## src/rtl/filter_pkg.sv

```systemverilog
// rtl/filter_pkg.sv - shared constants for the stereo FIR scheduler
package filter_pkg;

   localparam int DEFAULT_DATA_WIDTH = 16;

   localparam logic CH_LEFT  = 1'b0;
   localparam logic CH_RIGHT = 1'b1;

   localparam logic [2:0] ST_IDLE    = 3'd0;
   localparam logic [2:0] ST_WR_L    = 3'd1;
   localparam logic [2:0] ST_START_L = 3'd2;
   localparam logic [2:0] ST_WAIT_L  = 3'd3;
   localparam logic [2:0] ST_WR_R    = 3'd4;
   localparam logic [2:0] ST_START_R = 3'd5;
   localparam logic [2:0] ST_WAIT_R  = 3'd6;
   localparam logic [2:0] ST_PUBLISH = 3'd7;

   typedef enum logic [2:0] {
      IDLE    = ST_IDLE,
      WR_L    = ST_WR_L,
      START_L = ST_START_L,
      WAIT_L  = ST_WAIT_L,
      WR_R    = ST_WR_R,
      START_R = ST_START_R,
      WAIT_R  = ST_WAIT_R,
      PUBLISH = ST_PUBLISH
   } state_t;

endpackage

```

## src/rtl/sync_edge.sv

```systemverilog
// rtl/sync_edge.sv - two-flop synchronizer with rising-edge detect
module sync_edge (
   input  logic clk,
   input  logic rst,
   input  logic din,
   output logic rise
);

   logic       s1;
   logic       s2;
   logic       prev;
   logic [1:0] fill;

   always_ff @(posedge clk or posedge rst) begin
      if (rst) begin
         s1   <= 1'b0;
         s2   <= 1'b0;
         prev <= 1'b0;
         fill <= 2'd0;
      end else begin
         s1   <= din;
         s2   <= s1;
         prev <= s2;
         if (fill != 2'd3)
            fill <= fill + 2'd1;
      end
   end

   // A level held high across reset release must not look like a fresh edge,
   // so detection waits until prev holds a real post-reset sample.
   assign rise = s2 & ~prev & (fill == 2'd3);

endmodule

```

## src/rtl/fir_scheduler.sv

```systemverilog
// rtl/fir_scheduler.sv - time-shares one FIR engine between left and right channels
module fir_scheduler
   import filter_pkg::*;
#(
   parameter int DATA_WIDTH = DEFAULT_DATA_WIDTH,
   parameter int TIMEOUT    = 255
) (
   input  logic                  main_clk,
   input  logic                  reset,
   input  logic                  sample_end,
   input  logic [DATA_WIDTH-1:0] left_in,
   input  logic [DATA_WIDTH-1:0] right_in,
   output logic                  rb_write,
   output logic                  rb_sel,
   output logic [DATA_WIDTH-1:0] rb_data,
   output logic                  fir_reset,
   output logic                  fir_chan,
   input  logic                  fir_done,
   input  logic [DATA_WIDTH-1:0] fir_result,
   output logic [DATA_WIDTH-1:0] left_out,
   output logic [DATA_WIDTH-1:0] right_out,
   output logic                  out_valid,
   output logic                  busy,
   output logic                  overrun,
   output logic                  timeout_err,
   input  logic                  err_clr
);

   localparam logic [7:0] LAST_WAIT = 8'(TIMEOUT - 1);

   state_t                state;
   state_t                state_nxt;
   logic                  rise;
   logic [7:0]            cnt;
   logic [DATA_WIDTH-1:0] cap_l;
   logic [DATA_WIDTH-1:0] cap_r;
   logic [DATA_WIDTH-1:0] res_l;
   logic [DATA_WIDTH-1:0] res_r;
   logic [DATA_WIDTH-1:0] res_l_nxt;
   logic [DATA_WIDTH-1:0] res_r_nxt;
   logic                  expired;

   sync_edge u_sync (
      .clk  (main_clk),
      .rst  (reset),
      .din  (sample_end),
      .rise (rise)
   );

   always_ff @(posedge main_clk or posedge reset) begin
      if (reset)
         state <= IDLE;
      else
         state <= state_nxt;
   end

   // The first WAIT cycle (cnt == 0) ignores fir_done, which may still be stale.
   always_comb begin
      state_nxt = state;
      res_l_nxt = res_l;
      res_r_nxt = res_r;
      expired   = 1'b0;
      case (state)
         IDLE:    if (rise) state_nxt = WR_L;
         WR_L:    state_nxt = START_L;
         START_L: state_nxt = WAIT_L;
         WAIT_L: begin
            if (cnt != 8'd0 && fir_done) begin
               res_l_nxt = fir_result;
               state_nxt = WR_R;
            end else if (cnt == LAST_WAIT) begin
               expired   = 1'b1;
               state_nxt = WR_R;
            end
         end
         WR_R:    state_nxt = START_R;
         START_R: state_nxt = WAIT_R;
         WAIT_R: begin
            if (cnt != 8'd0 && fir_done) begin
               res_r_nxt = fir_result;
               state_nxt = PUBLISH;
            end else if (cnt == LAST_WAIT) begin
               expired   = 1'b1;
               state_nxt = PUBLISH;
            end
         end
         PUBLISH: state_nxt = IDLE;
         default: state_nxt = IDLE;
      endcase
   end

   always_ff @(posedge main_clk or posedge reset) begin
      if (reset) begin
         rb_write    <= 1'b0;
         fir_reset   <= 1'b0;
         out_valid   <= 1'b0;
         cnt         <= 8'd0;
         cap_l       <= '0;
         cap_r       <= '0;
         res_l       <= '0;
         res_r       <= '0;
         left_out    <= '0;
         right_out   <= '0;
         overrun     <= 1'b0;
         timeout_err <= 1'b0;
      end else begin
         rb_write  <= (state_nxt == WR_L) || (state_nxt == WR_R);
         fir_reset <= (state_nxt == START_L) || (state_nxt == START_R);
         out_valid <= (state_nxt == PUBLISH);

         if (state == START_L || state == START_R)
            cnt <= 8'd0;
         else if (state == WAIT_L || state == WAIT_R)
            cnt <= cnt + 8'd1;

         if (state == IDLE && rise) begin
            cap_l <= left_in;
            cap_r <= right_in;
         end

         res_l <= res_l_nxt;
         res_r <= res_r_nxt;
         if (state_nxt == PUBLISH) begin
            left_out  <= res_l_nxt;
            right_out <= res_r_nxt;
         end

         if (rise && state != IDLE)
            overrun <= 1'b1;
         else if (err_clr)
            overrun <= 1'b0;

         if (expired)
            timeout_err <= 1'b1;
         else if (err_clr)
            timeout_err <= 1'b0;
      end
   end

   assign busy     = (state != IDLE);
   assign rb_sel   = (state == WR_R) ? CH_RIGHT : CH_LEFT;
   assign rb_data  = (state == WR_L) ? cap_l : (state == WR_R) ? cap_r : '0;
   assign fir_chan = (state == WR_R || state == START_R || state == WAIT_R) ? CH_RIGHT : CH_LEFT;

endmodule

```

## config.mk

```make
export PLATFORM = sky130hd
export DESIGN_NAME = fir_scheduler
export DESIGN_NICKNAME = d
export VERILOG_FILES = /design/src/rtl/filter_pkg.sv /design/src/rtl/sync_edge.sv /design/src/rtl/fir_scheduler.sv
export SDC_FILE = /design/constraint.sdc
export NUM_CORES = 1
export LEC_CHECK = 0
export BUFFER_PORTS_ARGS = -buffer_cell sky130_fd_sc_hd__buf_2
export CAP_MARGIN = 20
export CORE_ASPECT_RATIO = 0.6
export CORE_UTILIZATION = 58
export DETAILED_ROUTE_END_ITERATION = 8
export GPL_TIMING_DRIVEN = 0
export PLACE_DENSITY = 0.92
export SYNTH_ARGS = -nofsm -noshare
export SYNTH_HDL_FRONTEND = slang
export SYNTH_SLANG_ARGS = --single-unit
```

## constraint.sdc

```tcl
create_clock -name main_clk -period 8.5 [get_ports main_clk]
set_clock_uncertainty 0.2 [all_clocks]
set_input_delay 0.85 -clock main_clk [delete_from_list [all_inputs] [get_ports main_clk]]
set_output_delay 0.85 -clock main_clk [all_outputs]
set_load 0.03 [all_outputs]
```

== Yosys cells after proc, flatten, opt, wreduce, memory -nomap -nowiden ==
Index checks and enable logic that the tools add are counted.

* Add/subtract/negate cells: 2
* Equal/unequal tests: 15
* Muxes and demuxes: 22
* Bitwise gates (word level): 3
* Reductions and logical operators: 16

{| class="wikitable"
|+ Operators by type and width
! operator !! number
|-
| 16-bit 2-to-1 mux || 6
|-
| 3-bit case mux with 8 select lines || 1
|-
| 3-bit == test (second input constant) || 7
|-
| 8-bit 2-to-1 mux || 2
|-
| 3-bit 2-to-1 mux || 5
|-
| 3-bit by 2-bit == test with 1-bit output (second input constant) || 3
|-
| 8-bit by 1-bit adder with 8-bit output (second input constant) || 1
|-
| 8-bit == test (second input constant) || 1
|-
| 1-bit 2-to-1 mux || 8
|-
| 8-bit nonzero test || 1
|-
| 3-bit by 1-bit == test with 1-bit output (second input constant) || 2
|-
| 1-bit logical OR || 6
|-
| 2-bit nonzero test || 3
|-
| 1-bit logical AND || 3
|-
| 3-bit logical NOT || 1
|-
| 3-bit nonzero test || 1
|-
| 2-bit by 1-bit adder with 2-bit output (second input constant) || 1
|-
| 1-bit bitwise AND || 2
|-
| 2-bit == test (second input constant) || 1
|-
| 2-bit inequality test (second input constant) || 1
|-
| 2-bit OR reduction || 1
|-
| 1-bit inverter || 1
|}

* Bits in registers: 117
* Input port bits: 53

== Longest topological paths before layout ==
Gate-level depths: netlist of run 1.

* Depth after elaboration: 7
* Mapped depth: 8
* Depth with buffers taken out: 6

== By module ==
From an unflattened synthesis of run 1, not the netlist that was laid out.

* Cells, all modules: 386
* Area total of the unflattened synthesis: 5016.1 um^2

{| class="wikitable"
|+ By module, submodules not included
! module !! times used !! cells an instance !! area each (um^2)
|-
| fir_scheduler || 1 || 376 || 4840.9
|-
| sync_edge || 1 || 10 || 175.2
|}

== Worst setup path after synthesis of run 1 ==
OpenSTA, ideal clock, no wires.

* Path kind: reg-to-output
* Start: reg state[2]
* End: out rb_data[10]
* Arrival: 2077 ps
* Data required time: 7450 ps
* Setup slack: 5373 ps
* Cell stages (with the launch flop): 6
* Path buffers: 2
* Cells stage by stage: dfrtp_1 > clkbuf_1 > clkinv_1 > nor3_2 > clkbuf_1 > a22o_1

* Word-level cells in the longest chain between the ends: 3
* Elaborated cells between the ends (all ways): 4
* Those cells by class: eq/ne: 2; mux: 2

{| class="wikitable"
|+ RTL lines
! what !! line !! RTL
|-
| from (decl) || fir_scheduler.sv:31 || <nowiki>state_t state;</nowiki>
|-
| from (signal assigned) || fir_scheduler.sv:54 || <nowiki>state <= state_nxt;</nowiki>
|-
| 3-bit == test || fir_scheduler.sv:142 || <nowiki>assign rb_data = (state == WR_L) ? cap_l : (state == WR_R) ? cap_r : '0;</nowiki>
|-
| 16-bit 2-to-1 mux || fir_scheduler.sv:142 ||
|-
| 16-bit 2-to-1 mux (*) || fir_scheduler.sv:142 ||
|-
| to (decl) || fir_scheduler.sv:15 || <nowiki>output logic [DATA_WIDTH-1:0] rb_data,</nowiki>
|}

Mark *: on every way between the ends. The rest lies on a longest branch, timed or not.

== Final worst setup path of run 1 ==
* Start: reg state[0]
* End: out rb_data[5]

Same word-level chain as after synthesis.

==> impl_metrics.tcl, run 1 <==
set metrics [dict create \
    synth_area_leader_cell "dfrtp_1" \
    nFillCells 422 \
    worstSetupPathType "register to output port" \
    path_cells "clkbuf_1 > inv_1 > nor3_1 > clkbuf_1 > a22o_1 > buf_2" \
    coreArea_sq_um 8100 \
    avgSynthCellArea_sq_um 14.6 \
    pre_cts_ws_ns 5.03 \
    yosysSeqAreaShare_pct 58.5 \
    synth.most_common_cell "dfrtp_1" \
    hp-start "u_sync.s1" \
    finalMaxSlewViolations 0 \
    netlist_top_cells_count "117 x dfrtp_1, 80 x mux2_2, 19 x mux2_4" \
    cp_slowest_cell "nor3_1" \
    firstDrtPassIters 6 \
    initial_core_util_pct 61.7 \
    synth-edff-count 0 \
    relSlewSlack_pct 34.6 \
    async_reset_ff_share_pct 100 \
    synth_cell_type_count 44 \
    portBuffers 108 \
    drc_errors 0 \
    multiInputGateArea_sq_um 1910 \
    grt_overflow 0 \
    track_usage_pct 29.6 \
    postSynthCellCount 342 \
    yosysWarnings 0 \
    crit_path_max_fanout 10 \
    nets 527 \
    cp_top_family "buffers and inverters" \
    worstPathArrival_ns 3.13 \
    cts_resized 0 \
    drt-initial-drc-count 279 \
    drt-total-wl_um 12200 \
    cts_sinks 117 \
    crit_required_ns 7.45 \
    ctsLongestPathBuffers 2 \
    io-pin-count 109 \
    syn-num-nets 399 \
    start_kind "register" \
    drive_above_1_share_pct 54.5 \
    maxCapViolCount 0 \
    syn_area_sq_um 5000 \
    grt_max_degree 72 \
    ir_worst_vdd_v 0.000288 \
    drtAntennaViolNets 0 \
    fin_cells 591 \
    seq_area_sq_um 2930 \
    utilization_pct 78.5 \
    grt_first_pass_wirelength_um 19400 \
    max_freq_mhz 239 \
    crit_buf_inv 4 \
    powerDensity_nw_per_um2 408 \
    ys.flop_type "dfrtp_1" \
    gp_congestion 0.887 \
    critPathMostFrequentCell "clkbuf_1" \
    status "completed" \
    cts_tree "built" \
    wl_per_cell_um 20.7 \
    cts_setup_buffers 0 \
    cp_slowest_stage_delay_ns 0.81 \
    finalSetupViolCount 0 \
    place_inst 559 \
    die_area_sq_um 9010 \
    hpwl_um 7770 \
    root_buffer "clkbuf_16" \
    period_needed_ns 4.18 \
    fin_setup_tns_ns 0 \
    clkLatencyLatePin_ns 0.41 \
    fin_area_sq_um 6360 \
    reg2reg_depth 7 \
    rsz0062_at_grt "false" \
    tightest_slew_ns 0.973 \
    ctsHoldBuffers 0 \
    final.setup.worst_slack_ns 4.32 \
    min_to "u_sync.s2" \
    antenna_found_initial 0 \
    placed_cell_area_sq_um 5710 \
    clk_pin_slew_ns 0.05 \
    r2r_slack_ns 5.83 \
    p_leak_nw 3.05 \
    die_x_um 122 \
    synth_top_area_share_pct 58.5 \
    min_path_type "register to register" \
    synthToLayoutAreaGrowth_pct 27.1 \
    r2r_end "right_out[13]" \
    reg2reg_from "cnt[0]" \
    worstSetupEndpointType "output port" \
    via_per_inst 5.84 \
    hold_depth 0 \
    grt_pass1_vias 3670 \
    std_cell_rows 25 \
    num_antenna_cells 0 \
    fp.dieH_um 73.9 \
    finalHoldViolations 0 \
    ctsHtreeMaxLevel 4 \
    vias 3449 \
    ys_ff_latch 117 \
    period_share_pct 49.2 \
    cts_made_buffers 17 \
    synthTopCellsByArea "dfrtp_1 59%, mux2_2 18%, mux2_4 5.7%, a22o_1 3.2%, buf_6 1.4%" \
]
[power breakdown]
group / leakage, nW / internal (mW) / switching [mW]
Clock: 0.316 / 0.522 / 0.254
Sequential: 1.43 / 0.796 / 0.121
Combinational: 1.30 / 0.383 / 0.518
Total: 3.05 / 1.70 / 0.893
[registers in the layout, summed over array words and instances, names as in the netlist]
| signal | count |
|---|---|
| cap_l | 16 |
| cap_r | 16 |
| left_out | 16 |
| res_l | 16 |
| res_r | 16 |
| right_out | 16 |
| cnt | 8 |
| state | 3 |
| u_sync.fill | 2 |
| fir_reset | 1 |
| out_valid | 1 |
| overrun | 1 |
| rb_write | 1 |
| timeout_err | 1 |
| u_sync.prev | 1 |
| u_sync.s1 | 1 |
| u_sync.s2 | 1 |
[cell usage in the layout (no fill, tap or decap), types with 2 or more instances in the layout]
cell type   synthesis  final
nor3_2              2      2
nor3_1              3      3
o21ai_0             4      4
clkinv_2            0      2
a22o_1             18     18
buf_2               2    110
clkbuf_16           0     17
a21oi_1             6      6
mux2_4             19     19
inv_1               7      6
a21oi_2             2      2
ha_1                4      4
buf_1               5      5
dfrtp_1           117    117
buf_4               2      2
o32ai_1             2      2
nand2_1             9      9
clkbuf_1            5      5
a211oi_1            4      4
mux2_2             80     80
nand3_1             7      7
xor2_1              2      2
nand4b_1            2      2
buf_6               6      6
clkinvlp_4          0      2
a31oi_1             2      2
xnor2_1             4      4
bufinv_16           0      4
nor2_1              7      7
clkbuf_8            0      4
a21bo_2             2      2
mux2_1              2      2
clkinv_4            0      2
[kinds of logic (layout without fill, tap and decap cells)]
kind of cell / Yosys count / after routing / synth area share [%]
buffers and inverters: 28 / 169 / 3.20
AOI/OAI and AO/OA: 48 / 48 / 7.63
and+or+nand+nor: 37 / 37 / 4.23
xor gates and xnor gates: 6 / 6 / 1.05
DFF: 117 / 117 / 58.5
muxes: 102 / 102 / 24.4
adders and majority gates: 4 / 4 / 1.00
[through the flow]
step	power, mW	hold slack [ns]
5_1_grt	2.70	0.189
3_3_place_gp	1.73	0.136
4_1_cts	2.60	0.162
3_5_place_dp	1.79	0.150
6_report	2.59	0.160
2_1_floorplan	1.55	0.131
[worst max-delay path by stage]
stage | endpoint | cells after the start | slack [ns] | start
floorplan | cap_l[0] | 1 | 4.35 | reset
global placement | right_out[6] | 2 | 3.28 | reset
detailed placement | rb_data[11] | 6 | 5.03 | state[0]
CTS | rb_data[5] | 6 | 4.42 | state[0]
global route | rb_data[5] | 6 | 4.20 | state[0]
finish | rb_data[5] | 6 | 4.32 | state[0]
[metal layers]
layer | GRT usage [%] | vias to the layer above | share of wire, %
li1 | - | 1504 | -
met1 | 38.0 | 1760 | 41
met2 | 48.8 | 153 | 50
met3 | 6.75 | 32 | 6.2
met4 | 14.1 | 0 | 2.0
met5 | 0 | - | 0
[cell type report]
class,instances,area share [%]
Inverter,8,0.512
Tap cell,108,2.12
Buffer,20,2.05
Clock inverter,11,2.70
Multi-Input combinational cell,197,30.1
Timing Repair Buffer,109,8.93
Clock buffer,21,7.55
Sequential cell,117,46.0
(Power assumes the default switching activity.)
==> run 2: changes to the inputs <==
--- a/config.mk
+++ b/config.mk
@@ -8,10 +8,10 @@
 export BUFFER_PORTS_ARGS = -buffer_cell sky130_fd_sc_hd__buf_2
 export CAP_MARGIN = 20
 export CORE_ASPECT_RATIO = 0.6
-export CORE_UTILIZATION = 58
+export CORE_UTILIZATION = 54
 export DETAILED_ROUTE_END_ITERATION = 8
 export GPL_TIMING_DRIVEN = 0
-export PLACE_DENSITY = 0.92
+export PLACE_DENSITY = 0.87
 export SYNTH_ARGS = -nofsm -noshare
 export SYNTH_HDL_FRONTEND = slang
 export SYNTH_SLANG_ARGS = --single-unit
==> constraint.sdc (replaced) <==
create_clock -name main_clk -period 4.39 [get_ports main_clk]
set_clock_uncertainty 0.2 [all_clocks]
set_input_delay 0.439 -clock main_clk [delete_from_list [all_inputs] [get_ports main_clk]]
set_output_delay 0.439 -clock main_clk [all_outputs]
set_load 0.03 [all_outputs]
==> impl_metrics.tcl, run 2 (synthesis gave the netlist of run 1 again) <==
set metrics [dict create \
    finalPower_mw 4.90 \
    powerDensity_nw_per_um2 773 \
    cts_sinks 117 \
    power.share.switching_pct 34.8 \
    seq_area_sq_um 2930 \
    nFillCells 529 \
    clkLatencyLatePin_ns 0.41 \
    cts_made_buffers 17 \
    antenna_found_initial 0 \
    cp.depth 6 \
    cts_tree "built" \
    io-pin-count 109 \
    drtAntennaViolNets 0 \
    vias 3427 \
    period_needed_ns 3.56 \
    finalHoldViolations 0 \
    finalMaxSlewViolations 0 \
    cts_resized 0 \
    utilization_pct 72.4 \
    drt-total-wl_um 11600 \
    placed_cell_area_sq_um 5710 \
    cp_slowest_cell "nor3_1" \
    period_share_pct 81.2 \
    cp_top_family "buffers and inverters" \
    mostFrequentLayoutCell "dfrtp_1" \
    seq_power_share_pct 36.0 \
    synthToLayoutAreaGrowth_pct 26.6 \
    clk_pin_slew_ns 0.05 \
    fin_area_sq_um 6330 \
    min_path_type "primary input to register" \
    p_comb_share_pct 35.5 \
    p_int_mw 3.19 \
    path_cells "clkbuf_1 > inv_1 > nor3_1 > clkbuf_1 > a22o_1 > buf_2" \
    place_inst 563 \
    finalSetupViolCount 0 \
    worstSetupEndpointType "output port" \
    p_leak_nw 3.03 \
    ctsHtreeMaxLevel 4 \
    worstPathArrival_ns 2.92 \
    drive_above_1_share_pct 53.8 \
    fp.dieH_um 76.6 \
    initial_core_util_pct 57.2 \
    die_area_sq_um 9660 \
    pwr-share-clk_pct 28.5 \
    fin_cells 597 \
    reg2reg_depth 8 \
    maxCapViolCount 0 \
    max_freq_mhz 281 \
    grt_first_pass_wirelength_um 18900 \
    worstSetupPathType "register to output port" \
    num_antenna_cells 0 \
    critPathMostFrequentCell "clkbuf_1" \
    grt_overflow 0 \
    wl_met2_um 5470 \
    tightest_slew_ns 1.01 \
    rsz0062_at_grt "false" \
    hold_depth 2 \
    grt_pass1_vias 3616 \
    hpwl_um 7580 \
    wl_met3_um 720 \
    cp_slowest_stage_delay_ns 0.84 \
    drt-initial-drc-count 212 \
    grt_max_degree 65 \
    nets 529 \
    die_x_um 126 \
    status "completed" \
    met1_length_um 5200 \
    coreArea_sq_um 8750 \
    portBuffers 108 \
    drc_errors 0 \
    multiInputGateArea_sq_um 1910 \
    gp_congestion 0.879 \
    power_switching_mw 1.71 \
    via_per_inst 5.74 \
    crit_path_max_fanout 10 \
    firstDrtPassIters 7 \
    wl_per_cell_um 19.5 \
    track_usage_pct 25.9 \
    layout_common_cells "117 x dfrtp_1, 110 x buf_2, 80 x mux2_2" \
    top_layer "met4" \
    root_buffer "clkbuf_16" \
    ir_worst_vdd_v 0.000472 \
    ctsLongestPathBuffers 2 \
    start_kind "register" \
    relSlewSlack_pct 32.2 \
    crit_required_ns 3.75 \
    crit_buf_inv 4 \
    std_cell_rows 26 \
]
-- run 2: cell count changes in the layout (fill, tap and decap cells not counted), sizes merged --
cell and delta:
clkinvlp +1, clkbuf -1, dlygate4sd3 +2, clkinv +1, bufinv -1
-- run 2: per-layer routing --
metal,track usage (%),up-vias
met5,0,-
met4,11.2,0
met3,8.64,33
met2,39.1,150
met1,34.4,1741
li1,-,1503
-- run 2: power groups by stage --
stage,registers (mW),clock network [mW],logic [mW]
finish,1.76,1.40,1.74
global route,1.81,1.46,1.84
CTS,1.76,1.41,1.73
detailed placement,1.77,0,1.70
global placement,1.73,0,1.63
floorplan,1.98,0,1.01
-- run 2: worst paths after layout --
check / start / endpoint / slack (ns)
max: state[0] / rb_data[5] / 0.83
min in group asynchronous: reset / left_out[15] / 0.50
min reg2reg: u_sync.s1 / u_sync.s2 / 0.15
min: err_clr / timeout_err / 0.06
max reg2reg: cnt[0] / right_out[11] / 1.68
max in group asynchronous: reset / right_out[0] / 2.75
-- run 2: area by class of cell --
type	instances	share of cell area [%]
Buffer	20	2.05
Clock buffer	20	7.05
Clock inverter	12	2.43
Inverter	8	0.514
Multi-Input combinational cell	197	30.2
Sequential cell	117	46.2
Tap cell	112	2.21
Timing Repair Buffer	111	9.28
-- run 2: what timing repair did --
| action | in CTS | in global routing |
|---|---|---|
| setup buffers | 0 | 0 |
| hold buffers | 2 | 0 |
| endpoints found under the hold margin | 54 | 0 |
-- run 2: metrics by stage --
| step | hold WS [ns] | setup TNS, ns | worst slack, ns |
|---|---|---|---|
| after floorplan | 0.131 | 0 | 0.650 |
| final | 0.0559 | 0 | 0.827 |
| after global placement | 0.140 | -49.18 | -0.427 |
| after detailed placement | 0.138 | 0 | 1.37 |
| after CTS | 0.0414 | 0 | 0.939 |
| after global routing | 0.0344 | 0 | 0.651 |
